[config.mk]
export PLATFORM = sky130hd
export DESIGN_NAME = ntt_butterfly
export DESIGN_NICKNAME = d
export VERILOG_FILES = /design/src/rtl/butterfly_pkg.sv /design/src/rtl/mod_mul.sv /design/src/rtl/ntt_butterfly.sv
export SDC_FILE = /design/constraint.sdc
export NUM_CORES = 1
export LEC_CHECK = 0
export ABC_AREA = 1
export CORE_MARGIN = 1
export CORE_UTILIZATION = 60
export CTS_BUF_LIST = sky130_fd_sc_hd__clkbuf_16
export CTS_CLUSTER_SIZE = 20
export DETAILED_ROUTE_END_ITERATION = 6
export GPL_ROUTABILITY_DRIVEN = 0
export PLACE_DENSITY = 0.86
export SYNTH_ARGS = -nofsm -noshare
export SYNTH_HDL_FRONTEND = slang
export SYNTH_SLANG_ARGS = --single-unit
[constraint.sdc]
create_clock -name clk -period 12.2 [get_ports clk]
set_input_delay 1.22 -clock clk [delete_from_list [all_inputs] [get_ports clk]]
set_output_delay 1.22 -clock clk [all_outputs]
set_load 0.005 [all_outputs]
[src/rtl/butterfly_pkg.sv]
// Shared constants and mode encodings for the modular butterfly datapath.
// Latency: n/a (declarations only).
// Backpressure: n/a (declarations only).
package butterfly_pkg;

  localparam int BF_Q             = 3329;  // Kyber modulus
  localparam int BF_WIDTH         = 16;    // port width for coefficients and twiddles
  localparam int BF_CW            = 12;    // internal coefficient width, Q < 2^12
  localparam int BF_BARRETT_SHIFT = 24;    // 12x12 product width
  localparam int BF_MW            = 13;    // width of the Barrett constant
  localparam int BF_BARRETT_M     = (1 << BF_BARRETT_SHIFT) / BF_Q;  // 5039

  typedef enum logic [1:0] {
    MODE_NTT  = 2'b00,
    MODE_INTT = 2'b01,
    MODE_PASS = 2'b10
  } mode_t;

endpackage

[src/rtl/mod_mul.sv]
// Pipelined Barrett modular multiplier: p = x*y mod Q for x, y in [0, Q-1].
// Latency: 2 cycles (registered product, then registered reduced result).
// Backpressure: none; accepts a new operand pair every cycle.
//
// Ports: clk, rst (async active-low), x/y operands, p canonical result.
module mod_mul
  import butterfly_pkg::*;
#(
  parameter int Q  = BF_Q,
  parameter int CW = BF_CW
) (
  input  logic          clk,
  input  logic          rst,
  input  logic [CW-1:0] x,
  input  logic [CW-1:0] y,
  output logic [CW-1:0] p
);

  localparam int PW = 2 * CW;
  localparam int QW = PW + BF_MW;
  localparam int CX = CW + 1;
  localparam int M  = (1 << BF_BARRETT_SHIFT) / Q;

  logic [PW-1:0]    prod;
  logic [QW-1:0]    qm;
  logic [BF_MW-1:0] qhat;
  logic [PW-1:0]    r;
  logic [CW:0]      r13;
  logic [CW:0]      red;

  always_ff @(posedge clk or negedge rst) begin
    if (!rst) prod <= '0;
    else      prod <= PW'(x) * PW'(y);
  end

  // prod < 2^24, so the quotient estimate is short by at most one:
  // the remainder lands in [0, 2Q) and one subtraction suffices.
  always_comb begin
    qm   = QW'(prod) * QW'(M);
    qhat = BF_MW'(qm >> BF_BARRETT_SHIFT);
    r    = prod - PW'(qhat) * PW'(Q);
    r13  = CX'(r);
    red  = (r13 >= CX'(Q)) ? (r13 - CX'(Q)) : r13;
  end

  always_ff @(posedge clk or negedge rst) begin
    if (!rst) p <= '0;
    else      p <= CW'(red);
  end

endmodule

[src/rtl/ntt_butterfly.sv]
// Pipelined CT (NTT) / GS (INTT) butterfly mod Q, one butterfly per clock.
// Latency: 3 cycles; operands sampled at edge N are on c/d after edge N+3.
// Backpressure: none; a new operand set is accepted every cycle.
//
// Ports: clk, rst (async active-low, clears all pipeline state),
//        mode (00 NTT, 01 INTT, 1x pass-through), a/b operands, w twiddle,
//        c/d registered results, canonical and zero-extended to WIDTH.
// Optional: BUTTERFLY_INTT_HALVE_EN scales both INTT results by 2^-1 mod Q.
module ntt_butterfly
  import butterfly_pkg::*;
#(
  parameter int Q     = BF_Q,
  parameter int WIDTH = BF_WIDTH
) (
  input  logic             clk,
  input  logic             rst,
  input  logic [1:0]       mode,
  input  logic [WIDTH-1:0] a,
  input  logic [WIDTH-1:0] b,
  input  logic [WIDTH-1:0] w,
  output logic [WIDTH-1:0] c,
  output logic [WIDTH-1:0] d
);

  localparam int CW = BF_CW;
  localparam int CX = CW + 1;

  function automatic logic [CW-1:0] mod_add(input logic [CW-1:0] x, input logic [CW-1:0] y);
    logic [CW:0] s;
    s = {1'b0, x} + {1'b0, y};
    if (s >= CX'(Q)) s = s - CX'(Q);
    return s[CW-1:0];
  endfunction

  // 13-bit wrap-around makes x - y + Q exact when x < y.
  function automatic logic [CW-1:0] mod_sub(input logic [CW-1:0] x, input logic [CW-1:0] y);
    logic [CW:0] s;
    s = {1'b0, x} - {1'b0, y};
    if (x < y) s = s + CX'(Q);
    return s[CW-1:0];
  endfunction

`ifdef BUTTERFLY_INTT_HALVE_EN
  // x/2 mod Q: odd x becomes even after adding the odd modulus.
  function automatic logic [CW-1:0] mod_half(input logic [CW-1:0] x);
    logic [CW:0] s;
    if (x[0]) s = ({1'b0, x} + CX'(Q)) >> 1;
    else      s = {1'b0, x} >> 1;
    return s[CW-1:0];
  endfunction
`endif

  logic [CW-1:0] a12, b12, w12;
  logic          unused_hi;

  assign a12       = a[CW-1:0];
  assign b12       = b[CW-1:0];
  assign w12       = w[CW-1:0];
  assign unused_hi = ^{a[WIDTH-1:CW], b[WIDTH-1:CW], w[WIDTH-1:CW]};

  // Stage 1: y carries the add path, x feeds the multiplier (or passes b).
  mode_t         mode_dec;
  logic [CW-1:0] y1, x1;

  always_comb begin
    mode_dec = MODE_PASS;
    y1       = a12;
    x1       = b12;
    case (mode)
      MODE_NTT:  mode_dec = MODE_NTT;
      MODE_INTT: begin
        mode_dec = MODE_INTT;
        y1       = mod_add(a12, b12);
        x1       = mod_sub(a12, b12);
      end
      default: ;
    endcase
  end

  mode_t         p1_mode, p2_mode, p3_mode;
  logic [CW-1:0] p1_y, p2_y, p3_y;
  logic [CW-1:0] p1_x, p2_x, p3_x;
  logic [CW-1:0] p1_w;
  logic [CW-1:0] t3;

  always_ff @(posedge clk or negedge rst) begin
    if (!rst) begin
      p1_mode <= MODE_NTT;
      p1_y    <= '0;
      p1_x    <= '0;
      p1_w    <= '0;
    end else begin
      p1_mode <= mode_dec;
      p1_y    <= y1;
      p1_x    <= x1;
      p1_w    <= w12;
    end
  end

  // Stage 2: shared multiplier (w*b for NTT, w*(a-b) for INTT).
  mod_mul #(.Q(Q), .CW(CW)) u_mul (
    .clk (clk),
    .rst (rst),
    .x   (p1_x),
    .y   (p1_w),
    .p   (t3)
  );

  // Side-band delay line matching the two multiplier register stages.
  always_ff @(posedge clk or negedge rst) begin
    if (!rst) begin
      p2_mode <= MODE_NTT;
      p2_y    <= '0;
      p2_x    <= '0;
      p3_mode <= MODE_NTT;
      p3_y    <= '0;
      p3_x    <= '0;
    end else begin
      p2_mode <= p1_mode;
      p2_y    <= p1_y;
      p2_x    <= p1_x;
      p3_mode <= p2_mode;
      p3_y    <= p2_y;
      p3_x    <= p2_x;
    end
  end

  // Stage 3: NTT add/sub, INTT alignment (optionally halved), or pass.
  logic [CW-1:0] c_nxt, d_nxt;

  always_comb begin
    c_nxt = p3_y;
    d_nxt = p3_x;
    case (p3_mode)
      MODE_NTT: begin
        c_nxt = mod_add(p3_y, t3);
        d_nxt = mod_sub(p3_y, t3);
      end
      MODE_INTT: begin
`ifdef BUTTERFLY_INTT_HALVE_EN
        c_nxt = mod_half(p3_y);
        d_nxt = mod_half(t3);
`else
        c_nxt = p3_y;
        d_nxt = t3;
`endif
      end
      default: ;
    endcase
  end

  always_ff @(posedge clk or negedge rst) begin
    if (!rst) begin
      c <= '0;
      d <= '0;
    end else begin
      c <= {{(WIDTH-CW){1'b0}}, c_nxt};
      d <= {{(WIDTH-CW){1'b0}}, d_nxt};
    end
  end

endmodule

* Word-level counts from Yosys, hierarchy flattened
Index checks and enable logic that the tools add are counted.
** Storage, ports and cells
- Latch bits :: 0
- Memories kept :: 0
- Register bits :: 150
- Bits in writable memories :: 0
- Memory bits (read-only) :: 0
- Output and inout bits :: 32
** Cells by class
- Magnitude comparators :: 5
- Reduce and logical (&&, ||, !) cells :: 2
- Add/sub/neg operators :: 10
- Eq/ne operators :: 2
- Multiply operators :: 3
- Multiplexer cells :: 10
- Div/mod/pow operators :: 0
- Bitwise operators :: 0
- Shift operators :: 0
** Operators by type and width (number)
- $mux 12 :: 8
- $ge 13x12->1 const B :: 3
- $mul 24x13->37 const B :: 1
- $sub 12x12->12 const B :: 3
- $add 12x12->13 :: 2
- $add 12x12->12 const B :: 2
- $lt 12x12->1 :: 2
- $mul 12x12->24 :: 1
- $pmux 12 s2 :: 1
- $sub 12x12->12 :: 2
- $mul 13x12->13 const B :: 1
- $sub 13x13->13 :: 1
- $eq 2x1->1 const B :: 2
- $logic_not 2->1 :: 2
- $pmux 2 s2 :: 1

* Longest topological paths before layout
Gate-level depths: netlist of run 1.
- Depth after elaboration :: 5
- Gate-level depth with buffers :: 51

* Cells and area by module
Synthesis of run 1 repeated with hierarchy kept, for this count alone.
** Unflattened totals
- Cells, all modules :: 2460
- Area, all modules :: 20168.1 um^2
** By module, submodules not included
- mod_mul :: cells an instance 1468, seq. area each 900.9 um^2, area each 12619.6 um^2, instances 1
- ntt_butterfly :: cells an instance 992, seq. area each 2852.7 um^2, area each 7548.5 um^2, instances 1

* Worst setup path after synthesis of run 1
OpenSTA, ideal clock, no wires.
- Kind :: reg2reg
- From :: register u_mul.prod[10]
- To :: register u_mul.p[2]
- Required time :: 12.083 ns
- Period minus slack after synthesis :: 8.075 ns
- Stages on the path, launching flop included :: 46
- Data arrival time :: 7.958 ns
- Setup time :: 0.117 ns
- Path buffers :: 1
- Path slack :: 4.125 ns
- Path through :: dfrtp_1 > fa_1 > fa_1 > fa_1 > fa_1 > inv_1 > fa_1 > inv_1 > ha_1 > a21oi_1 > nor2_1 > nor2_1 > nor3_1 > nor2_1 > nand2_1 > a41o_1 > xnor2_1 > inv_1 > (+10 left out) > fa_1 > ha_1 > a21oi_1 > o21ai_1 > or2_2 > nand2_1 > nand2_1 > nor4_2 > nand4_1 > nand2_1 > nand2_1 > nand2_1 > nand2_1 > nand2_1 > nand2_1 > buf_6 > nand2_1 > nand2_1
** On the way
- Longest elaborated chain between the ends :: 5
- Elaborated cells on any way between the ends :: 6
- Classes of those cells :: add/sub: 2; mul: 2; order compare: 1; mux: 1
** RTL lines
- start, declared :: line mod_mul.sv:24 : logic [PW-1:0] prod;
- start signal, assigned :: line mod_mul.sv:33 : else prod <= PW'(x) * PW'(y);
- $mul 24x13->37 :: line mod_mul.sv:39 : qm = QW'(prod) * QW'(M);
- $mul 13x12->13 :: line mod_mul.sv:41 : r = prod - PW'(qhat) * PW'(Q);
- $sub 13x13->13 * :: line mod_mul.sv:41
- $sub 12x12->12 or $ge 13x12->1 (tied branches) :: line mod_mul.sv:43 : red = (r13 >= CX'(Q)) ? (r13 - CX'(Q)) : r13;
- $mux 12 * :: line mod_mul.sv:43
- net u_mul.red[2] :: line mod_mul.sv:29 : logic [CW:0] red;
- end signal, assigned :: line mod_mul.sv:48 : else p <= CW'(red);
- end, declared :: line mod_mul.sv:16 : output logic [CW-1:0] p
The timed path passes the listed nets; every way through them passes the cells marked *.

* Worst setup path after layout of run 1
- From :: register u_mul.prod[5]
- To :: register u_mul.p[7]
The elaborated chain is that of the path after synthesis.

==> metrics.txt, run 1 <==
status=completed; distinct cell type count after synthesis=54; Core Area=33,400 um^2; RSZ-0062 raised after global routing=no; Clock Skew=0.0129 ns; pre-CTS setup slack=2.56 ns; Post-CTS Hold Buffers=0; slew at the pin with the worst max-slew slack=about 1.1 ns; most frequent cells after synthesis=nand2_1 (581), inv_1 (554), ha_1 (273); CTS HTree Levels=4; Chip Height=around 190 um; share of the synthesized area in the top cell type=0.232; clk slew on worst S/H paths=0.07 ns; hpwl dp=38.2 mm; drt drc=0; GRT Overall Usage=0.291; final worst slack=approximately 2.4 ns; Largest delay share family, worst path=adder cells; Num CTS Buffers=17; Antenna Cells=0; drt first-iter violations=around 1,200; largest net degree at the start of global routing=between 80 and 90; Max Root-Sink Buffers=2; CTS tree=built; final slew viol count=0; filler cell count=between 2,000 and 2,500; asr flop ratio synth=1.00; most used cell along the critical path=nand2_1; port bufs=63; clk sinks=150; worst skew pair latency=~0.44 ns; fin crit period=between 9 and 10 ns; Cells after Synth=approximately 2,500; Clock Tree Root=clkbuf_16; Hold Path Class=reg2reg; CP startpoint kind=flip-flop; CP endpoint kind=flip-flop; count leader, synth=nand2_1; TritonRoute pass-1 iters=5; number of I/O pins=between 80 and 90; postcts setup bufs=0; CP max-delay cell=dfrtp_1; area leader, netlist=fa_1; placed cell areas=around 21,000 um^2; crit path DAT=between 10 and 15 ns; Setup Total Neg Slack=0 ns; Routed Antenna Nets=0; post-cts resize count=0; slowest stage delay, CP=0.64 ns; worst hold slack=between 0.3 and 0.4 ns; DR WL/cell=roughly 16 um; max-cap violations=0; EDFF count, synth=0; Max Freq=102 MHz; Crit Path Category=reg2reg; final worst-path cycle share=0.807; area of the mapped netlist=approximately 20,000 um^2; vias per inst=5.62; Die X=around 190 um; initial antenna violation count=0; num rows=67; crit path buf inv count=9; final setup fails=0; vias in the first global route=around 17,000; Mapped Avg Cell Area=8.15 um^2; Yosys reg bits=150; initial core utilization=0.609; Synth area leaders=fa_1 (23%), dfrtp_1 (18%), ha_1 (17%), nand2_1 (11%), inv_1 (10%); yosys warns=0; post-route cell area=between 20,000 and 25,000 um^2; Remaining Overflow, GRT=0; Routed WL=just under 50 mm; Final nets=between 3,000 and 4,000; first-pass GRT wire length=around 79 mm; die area=34,700 um^2; crit-path max FO=12; post-synthesis sequential area ratio=0.184; layout cells sized above 1=0.0385; Top FF cell, synth=dfrtp_1; Final Hold Fails=0; P&R area growth vs syn=7.45%; vias=roughly 17,000; Critical Path RT=12.51 ns; slew margin rel.=0.263
==> per-layer routing <==
layer | up-vias | wire, um | GRT usage | share of wire
li1 | 7706 | - | - | -
met1 | 8084 | 18800 | 0.367 | 0.39
met2 | 838 | 24000 | 0.493 | 0.50
met3 | 188 | 3630 | 0.0465 | 0.075
met4 | 0 | 2000 | 0.135 | 0.041
met5 | - | 0 | 0 | 0
==> sequential cells by signal, summed over array words and instances (netlist names) <==
register and cells:
p2_x 12, p2_y 12, p1_mode 2, u_mul.p 12
p3_mode 2, p1_x 12, p1_w 12, d 12
u_mul.prod 24, p3_y 12, c 12, p2_mode 2
p3_x 12, p1_y 12
==> layout by cell type (no fill, tap or decap), types with 17 or more instances in the layout <==
cell type	n
clkbuf_16	17
nand3_1	87
nor2_1	106
a21oi_1	99
nand4_1	31
o21ai_0	63
inv_1	554
clkdlybuf4s50_1	62
nand2_1	581
fa_1	236
xnor2_1	22
xor2_1	72
dfrtp_1	150
ha_1	273
nor3_1	26
==> through the flow <==
| step | std cells | util |
|---|---|---|
| after floorplan | 2506 | - |
| after global placement | 2960 | 0.636 |
| after detailed placement | 2960 | 0.636 |
| after CTS | 2992 | 0.654 |
| after global routing | 2992 | 0.654 |
| final | 2992 | 0.654 |
==> logic make-up after synthesis <==
kind of cell / after synthesis / synth area share
other: 1 / 0.000184
and+or+nand+nor: 870 / 0.179
xor gates and xnor gates: 101 / 0.0466
adders and majority gates: 509 / 0.400
AOI/OAI and AO/OA: 242 / 0.0700
DFF: 150 / 0.184
buffers and inverters: 626 / 0.120
==> layout make-up <==
| class | count | area, um^2 | area share |
|---|---|---|---|
| well taps | 448 | 561 | 0.0256 |
| flip-flops and latches | 150 | 3750 | 0.171 |
| multi-input cells | 1730 | 14200 | 0.649 |
| repair buffers | 66 | 654 | 0.0299 |
| clock inverters | 15 | 173 | 0.00789 |
| clock buffers | 17 | 425 | 0.0194 |
| inverters | 566 | 2120 | 0.0971 |
==> final timing paths <==
path / from / end / slack [ns] / cells after the start
worst max-delay path: u_mul.prod[5]$_DFF_PN0_ / u_mul.p[7]$_DFF_PN0_ / 2.36 / 45
worst min-delay path: p2_y[0]$_DFF_PN0_ / p3_y[0]$_DFF_PN0_ / 0.34 / 0
worst max register to register: u_mul.prod[5]$_DFF_PN0_ / u_mul.p[7]$_DFF_PN0_ / 2.36 / 45
worst min register to register: p2_y[0]$_DFF_PN0_ / p3_y[0]$_DFF_PN0_ / 0.34 / 0
max in group asynchronous: rst / u_mul.prod[16]$_DFF_PN0_ / 10.02 / 2
min in group asynchronous: rst / p1_x[11]$_DFF_PN0_ / 0.81 / 1
Power of run 1 is left out: the tool's default activity adds up to more than one toggle a clock period on the data nets, which glitch-free logic cannot reach.
==> run 2: changes to the inputs <==
==> constraint.sdc (replaced) <==
create_clock -name clk -period 9.95 [get_ports clk]
set_input_delay 0.995 -clock clk [delete_from_list [all_inputs] [get_ports clk]]
set_output_delay 0.995 -clock clk [all_outputs]
set_load 0.005 [all_outputs]
==> run 2 against run 1 <==
  * Wire length fell by 0.62%
  * Via count fell by 1.5%
  * Highest routed layer unchanged
  * Worst setup slack got worse by 1.7 ns
  * Register-to-register slack got worse by 1.7 ns
  * Critical path depth fell by 4
  * Design area barely moved
  * Maximum frequency rose by 6.1%
==> metrics.txt, run 2 (synthesis results as in run 1) <==
slew margin rel.=0.263; vias per inst=around 5.5; clk slew on worst S/H paths=about 0.07 ns; num rows=between 60 and 70; max FFs per register=24; slowest stage delay, CP=~0.55 ns; TritonRoute pass-1 iters=5; Clock Skew=about 0.0097 ns; Die X=about 190 um; CP startpoint kind=flip-flop; Largest delay share family, worst path=adder cells; clk sinks=150; Clock Tree Root=clkbuf_16; DR WL/cell=about 16 um; vias=16,600; drt drc=0; drt first-iter violations=around 1,100; crit-path max FO=13; CTS HTree Levels=4; hpwl dp=approximately 38 mm; Setup Total Neg Slack=0 ns; Hold Path Class=reg2reg; final slew viol count=0; GRT Overall Usage=0.293; vias in the first global route=~17,000; commonest non-fill, non-tap cell in the layout=nand2_1; worst skew pair latency=approximately 0.44 ns; RSZ-0062 raised after global routing=no; CP max-delay cell=dfrtp_1; crit path DAT=between 9 and 10 ns; Chip Height=between 150 and 200 um; CTS tree=built; most frequent cells in the layout=nand2_1 (579), inv_1 (554), ha_1 (273); Remaining Overflow, GRT=0; most used cell along the critical path=inv_1; Max Root-Sink Buffers=2; FF+latch area=roughly 3800 um^2; slew at the pin with the worst max-slew slack=about 1.1 ns; Biggest register=u_mul.prod; CP endpoint kind=flip-flop; Max Freq=~110 MHz; largest net degree at the start of global routing=90; initial antenna violation count=0; max-cap violations=0; die area=~35,000 um^2; Routed WL=~48 mm; Crit Path Category=reg2reg; Routed Antenna Nets=0; Final Hold Fails=0; number of I/O pins=84; final worst-path cycle share=0.932; port bufs=63; final setup fails=0; filler cell count=2,524; P&R area growth vs syn=7.48%; Num CTS Buffers=17; layout cells sized above 1=0.0401; crit path buf inv count=10; Hold Crit Depth=0; Levels on crit path=41; initial core utilization=0.609; status=completed; Critical Path RT=10.29 ns; Multi-input gate area=~14,000 um^2; Core Area=approximately 33,000 um^2; Final nets=slightly above 3,000; first-pass GRT wire length=80.4 mm; R2R cell count=41; Post-CTS Hold Buffers=0; fin crit period=a little over 9 ns
run 2: what timing repair did:
action | CTS | global route
resized for setup | 0 | 3
endpoints found under the setup margin | 0 | 11
setup buffers | 0 | 0
run 2: worst paths after layout:
check                                         startpoint                        to  slack, ns
worst max register to register  u_mul.prod[21]$_DFF_PN0_      u_mul.p[4]$_DFF_PN0_       0.67
max in group asynchronous                            rst  u_mul.prod[10]$_DFF_PN0_       8.04
worst min-delay path                   p2_y[3]$_DFF_PN0_         p3_y[3]$_DFF_PN0_       0.35
worst max-delay path            u_mul.prod[21]$_DFF_PN0_      u_mul.p[4]$_DFF_PN0_       0.67
worst min register to register         p2_y[3]$_DFF_PN0_         p3_y[3]$_DFF_PN0_       0.35
min in group asynchronous                            rst        p1_x[10]$_DFF_PN0_       0.59
run 2: layer usage:
metal | GRT usage | up-vias | share of wire
li1 | - | 7716 | -
met1 | 0.359 | 8027 | 0.39
met2 | 0.506 | 661 | 0.50
met3 | 0.0493 | 161 | 0.069
met4 | 0.136 | 0 | 0.042
met5 | 0 | - | 0
run 2: stage by stage:
step           cells   util  instance area (um^2)  setup WS (ns)  hold slack [ns]
2_1_floorplan   2506      -                 20400           1.88            0.331
5_1_grt         2993  0.654                 21900         0.0766            0.354
4_1_cts         2993  0.654                 21900          0.384            0.348
3_5_place_dp    2961  0.637                 21300          0.492            0.336
6_report        2994  0.655                 21900          0.672            0.348
3_3_place_gp    2961  0.637                 21300          0.686            0.331
run 2: worst reg2reg max path: cells and delay by family (launching register included):
kind / cells / cell delay [ns]
compound gates: 4 / 0.94
xor+xnor: 2 / 0.42
fa+ha+maj: 11 / 4.65
buf+inv: 10 / 0.71
flops: 1 / 0.55
simple gates: 14 / 1.92
run 2: cell type report:
| cell class | count | share of cell area |
|---|---|---|
| sequential | 150 | 0.171 |
| inverter | 566 | 0.0970 |
| antenna | 1 | 0.000114 |
| clock buffer | 17 | 0.0194 |
| timing repair buffer | 67 | 0.0302 |
| clock inverter | 15 | 0.00709 |
| tap | 448 | 0.0256 |
| multi-input combinational | 1730 | 0.649 |
Power of run 2 is left out for the same reason.
==> run 3: changes to the inputs <==
--- a/config.mk
+++ b/config.mk
@@ -7,12 +7,12 @@
 export LEC_CHECK = 0
 export ABC_AREA = 1
 export CORE_MARGIN = 1
-export CORE_UTILIZATION = 60
+export CORE_UTILIZATION = 30
 export CTS_BUF_LIST = sky130_fd_sc_hd__clkbuf_16
 export CTS_CLUSTER_SIZE = 20
 export DETAILED_ROUTE_END_ITERATION = 6
 export GPL_ROUTABILITY_DRIVEN = 0
-export PLACE_DENSITY = 0.86
+export PLACE_DENSITY = 0.52
 export SYNTH_ARGS = -nofsm -noshare
 export SYNTH_HDL_FRONTEND = slang
 export SYNTH_SLANG_ARGS = --single-unit
==> run 3 against run 2 <==
  * Sequential share of layout area down 0.44 points
  * Wire length up 0.22%
  * Via count down 5.6%
  * Non-clock buffer count up 2
  * Maximum frequency up 1.3%
  * Flip-flop and latch count unchanged
  * Die area up 99%
==> metrics.txt, run 3 (synthesis results as in run 1) <==
met3 usage=0.0189; layout cells sized above 1=0.0400; max FFs per register=24; Hold Path Class=reg2reg; clk slew on worst S/H paths=~0.070 ns; CTS HTree Levels=4; drt first-iter violations=just under 900; port bufs=63; most used cell along the critical path=nand2_1; commonest non-fill, non-tap cell in the layout=nand2_1; placed cell areas=roughly 22,000 um^2; CP endpoint kind=flip-flop; endpoint of the worst hold path=p3_y[1]$_DFF_PN0_; crit path DAT=~9.5 ns; Multi-input gate area=~14,000 um^2; postcts setup bufs=0; Critical Path RT=10.29 ns; vias=about 16,000; initial antenna violation count=3; pre-CTS setup slack=0.801 ns; GRT Overall Usage=0.144; final worst slack=0.790 ns; RSZ-0062 raised after global routing=no; fin crit period=about 9.2 ns; number of I/O pins=84; GR Util met1=0.199; Biggest register=u_mul.prod; initial core utilization=0.303; met2 usage in global routing=0.237; DR WL/cell=14.1 um; filler cell count=around 6,900; Routed WL=48.2 mm; die area=about 69,000 um^2; Core Area=67,200 um^2; Max Freq=between 100 and 150 MHz; Remaining Overflow, GRT=0; R2R cell count=45; worst skew pair latency=approximately 0.45 ns; CP max-delay cell=dfrtp_1; post-route cell area=approximately 22,000 um^2; Routed Antenna Nets=0; Post-CTS Hold Buffers=0; post-cts resize count=0; Setup Total Neg Slack=0 ns; num rows=95; slew margin rel.=0.323; status=completed; Final Hold Fails=0; CTS tree=built; drt drc=0; P&R area growth vs syn=10.3%; first-pass GRT wire length=approximately 80 mm; R2R Path End=u_mul.p[3]$_DFF_PN0_; Hold Crit Depth=0; Die X=between 200 and 300 um; Num CTS Buffers=17; Clock Skew=roughly 0.017 ns; final worst-path cycle share=0.921; final slew viol count=0; CP Launch Point=u_mul.prod[12]$_DFF_PN0_; slowest stage delay, CP=about 0.67 ns; CP startpoint kind=flip-flop; final setup fails=0; clk sinks=150; min-delay src=p2_y[1]$_DFF_PN0_; worst hold slack=between 0.3 and 0.4 ns; crit-path max FO=11; TritonRoute pass-1 iters=5; Max Root-Sink Buffers=2; slew at the pin with the worst max-slew slack=a little over 1 ns; max-cap violations=0; Chip Height=~260 um; R2R setup slack=a little under 0.8 ns; Final nets=3,095; FF+latch area=3750 um^2; hpwl dp=~40 mm; gr busiest metal=met2; largest net degree at the start of global routing=between 90 and 100; vias per inst=roughly 4.6; most frequent cells in the layout=nand2_1 (581), inv_1 (554), ha_1 (273); Crit Path Category=reg2reg; Worst R2R Start=u_mul.prod[12]$_DFF_PN0_; vias in the first global route=about 16,000; Clock Tree Root=clkbuf_16
==> run 3: cell types whose count changed in the layout (fill, tap and decap cells not counted), sizes merged <==
| cell | previous run | this run |
|---|---|---|
| inv | 574 | 575 |
| buf | 5 | 7 |
| clkinv | 6 | 4 |
| bufinv | 0 | 1 |
==> run 3: area by class of cell <==
type                       instances  area share
inverter                         566      0.0946
timing repair buffer              69      0.0301
clock inverter                    15     0.00874
antenna                            1    0.000111
tap                              873      0.0486
sequential                       150       0.167
clock buffer                      17      0.0189
multi-input combinational       1730       0.632
==> run 3: through the flow <==
step / cells / utilization
5_1_grt: 3420 / 0.335
2_1_floorplan: 2506 / -
3_3_place_gp: 3388 / 0.325
6_report: 3421 / 0.335
3_5_place_dp: 3388 / 0.325
4_1_cts: 3420 / 0.335
==> run 3: how the worst max path moves through the flow <==
stage | endpoint | slack, ns | cells after the start
3_3_place_gp | u_mul.p[7]$_DFF_PN0_ | 0.90 | 45
4_1_cts | u_mul.p[2]$_DFF_PN0_ | 0.76 | 45
2_1_floorplan | u_mul.p[2]$_DFF_PN0_ | 1.88 | 45
6_report | u_mul.p[3]$_DFF_PN0_ | 0.79 | 45
5_1_grt | u_mul.p[2]$_DFF_PN0_ | 0.17 | 41
3_5_place_dp | u_mul.p[8]$_DFF_PN0_ | 0.80 | 45
==> run 3: routing by layer <==
metal | vias to the layer above | share of wire
met4 | 0 | 0.013
met2 | 247 | 0.47
met3 | 35 | 0.033
li1 | 7713 | -
met5 | - | 0
met1 | 7644 | 0.48
==> run 3: critical path: cells and delay by family (launching register included) <==
kind / cells / cell delay [ns]
fa+ha+maj: 11 / 4.51
simple gates: 21 / 2.32
xor+xnor: 1 / 0.13
compound gates: 4 / 0.76
buf+inv: 8 / 0.65
flops: 1 / 0.67
Power of run 3 is left out for the same reason.
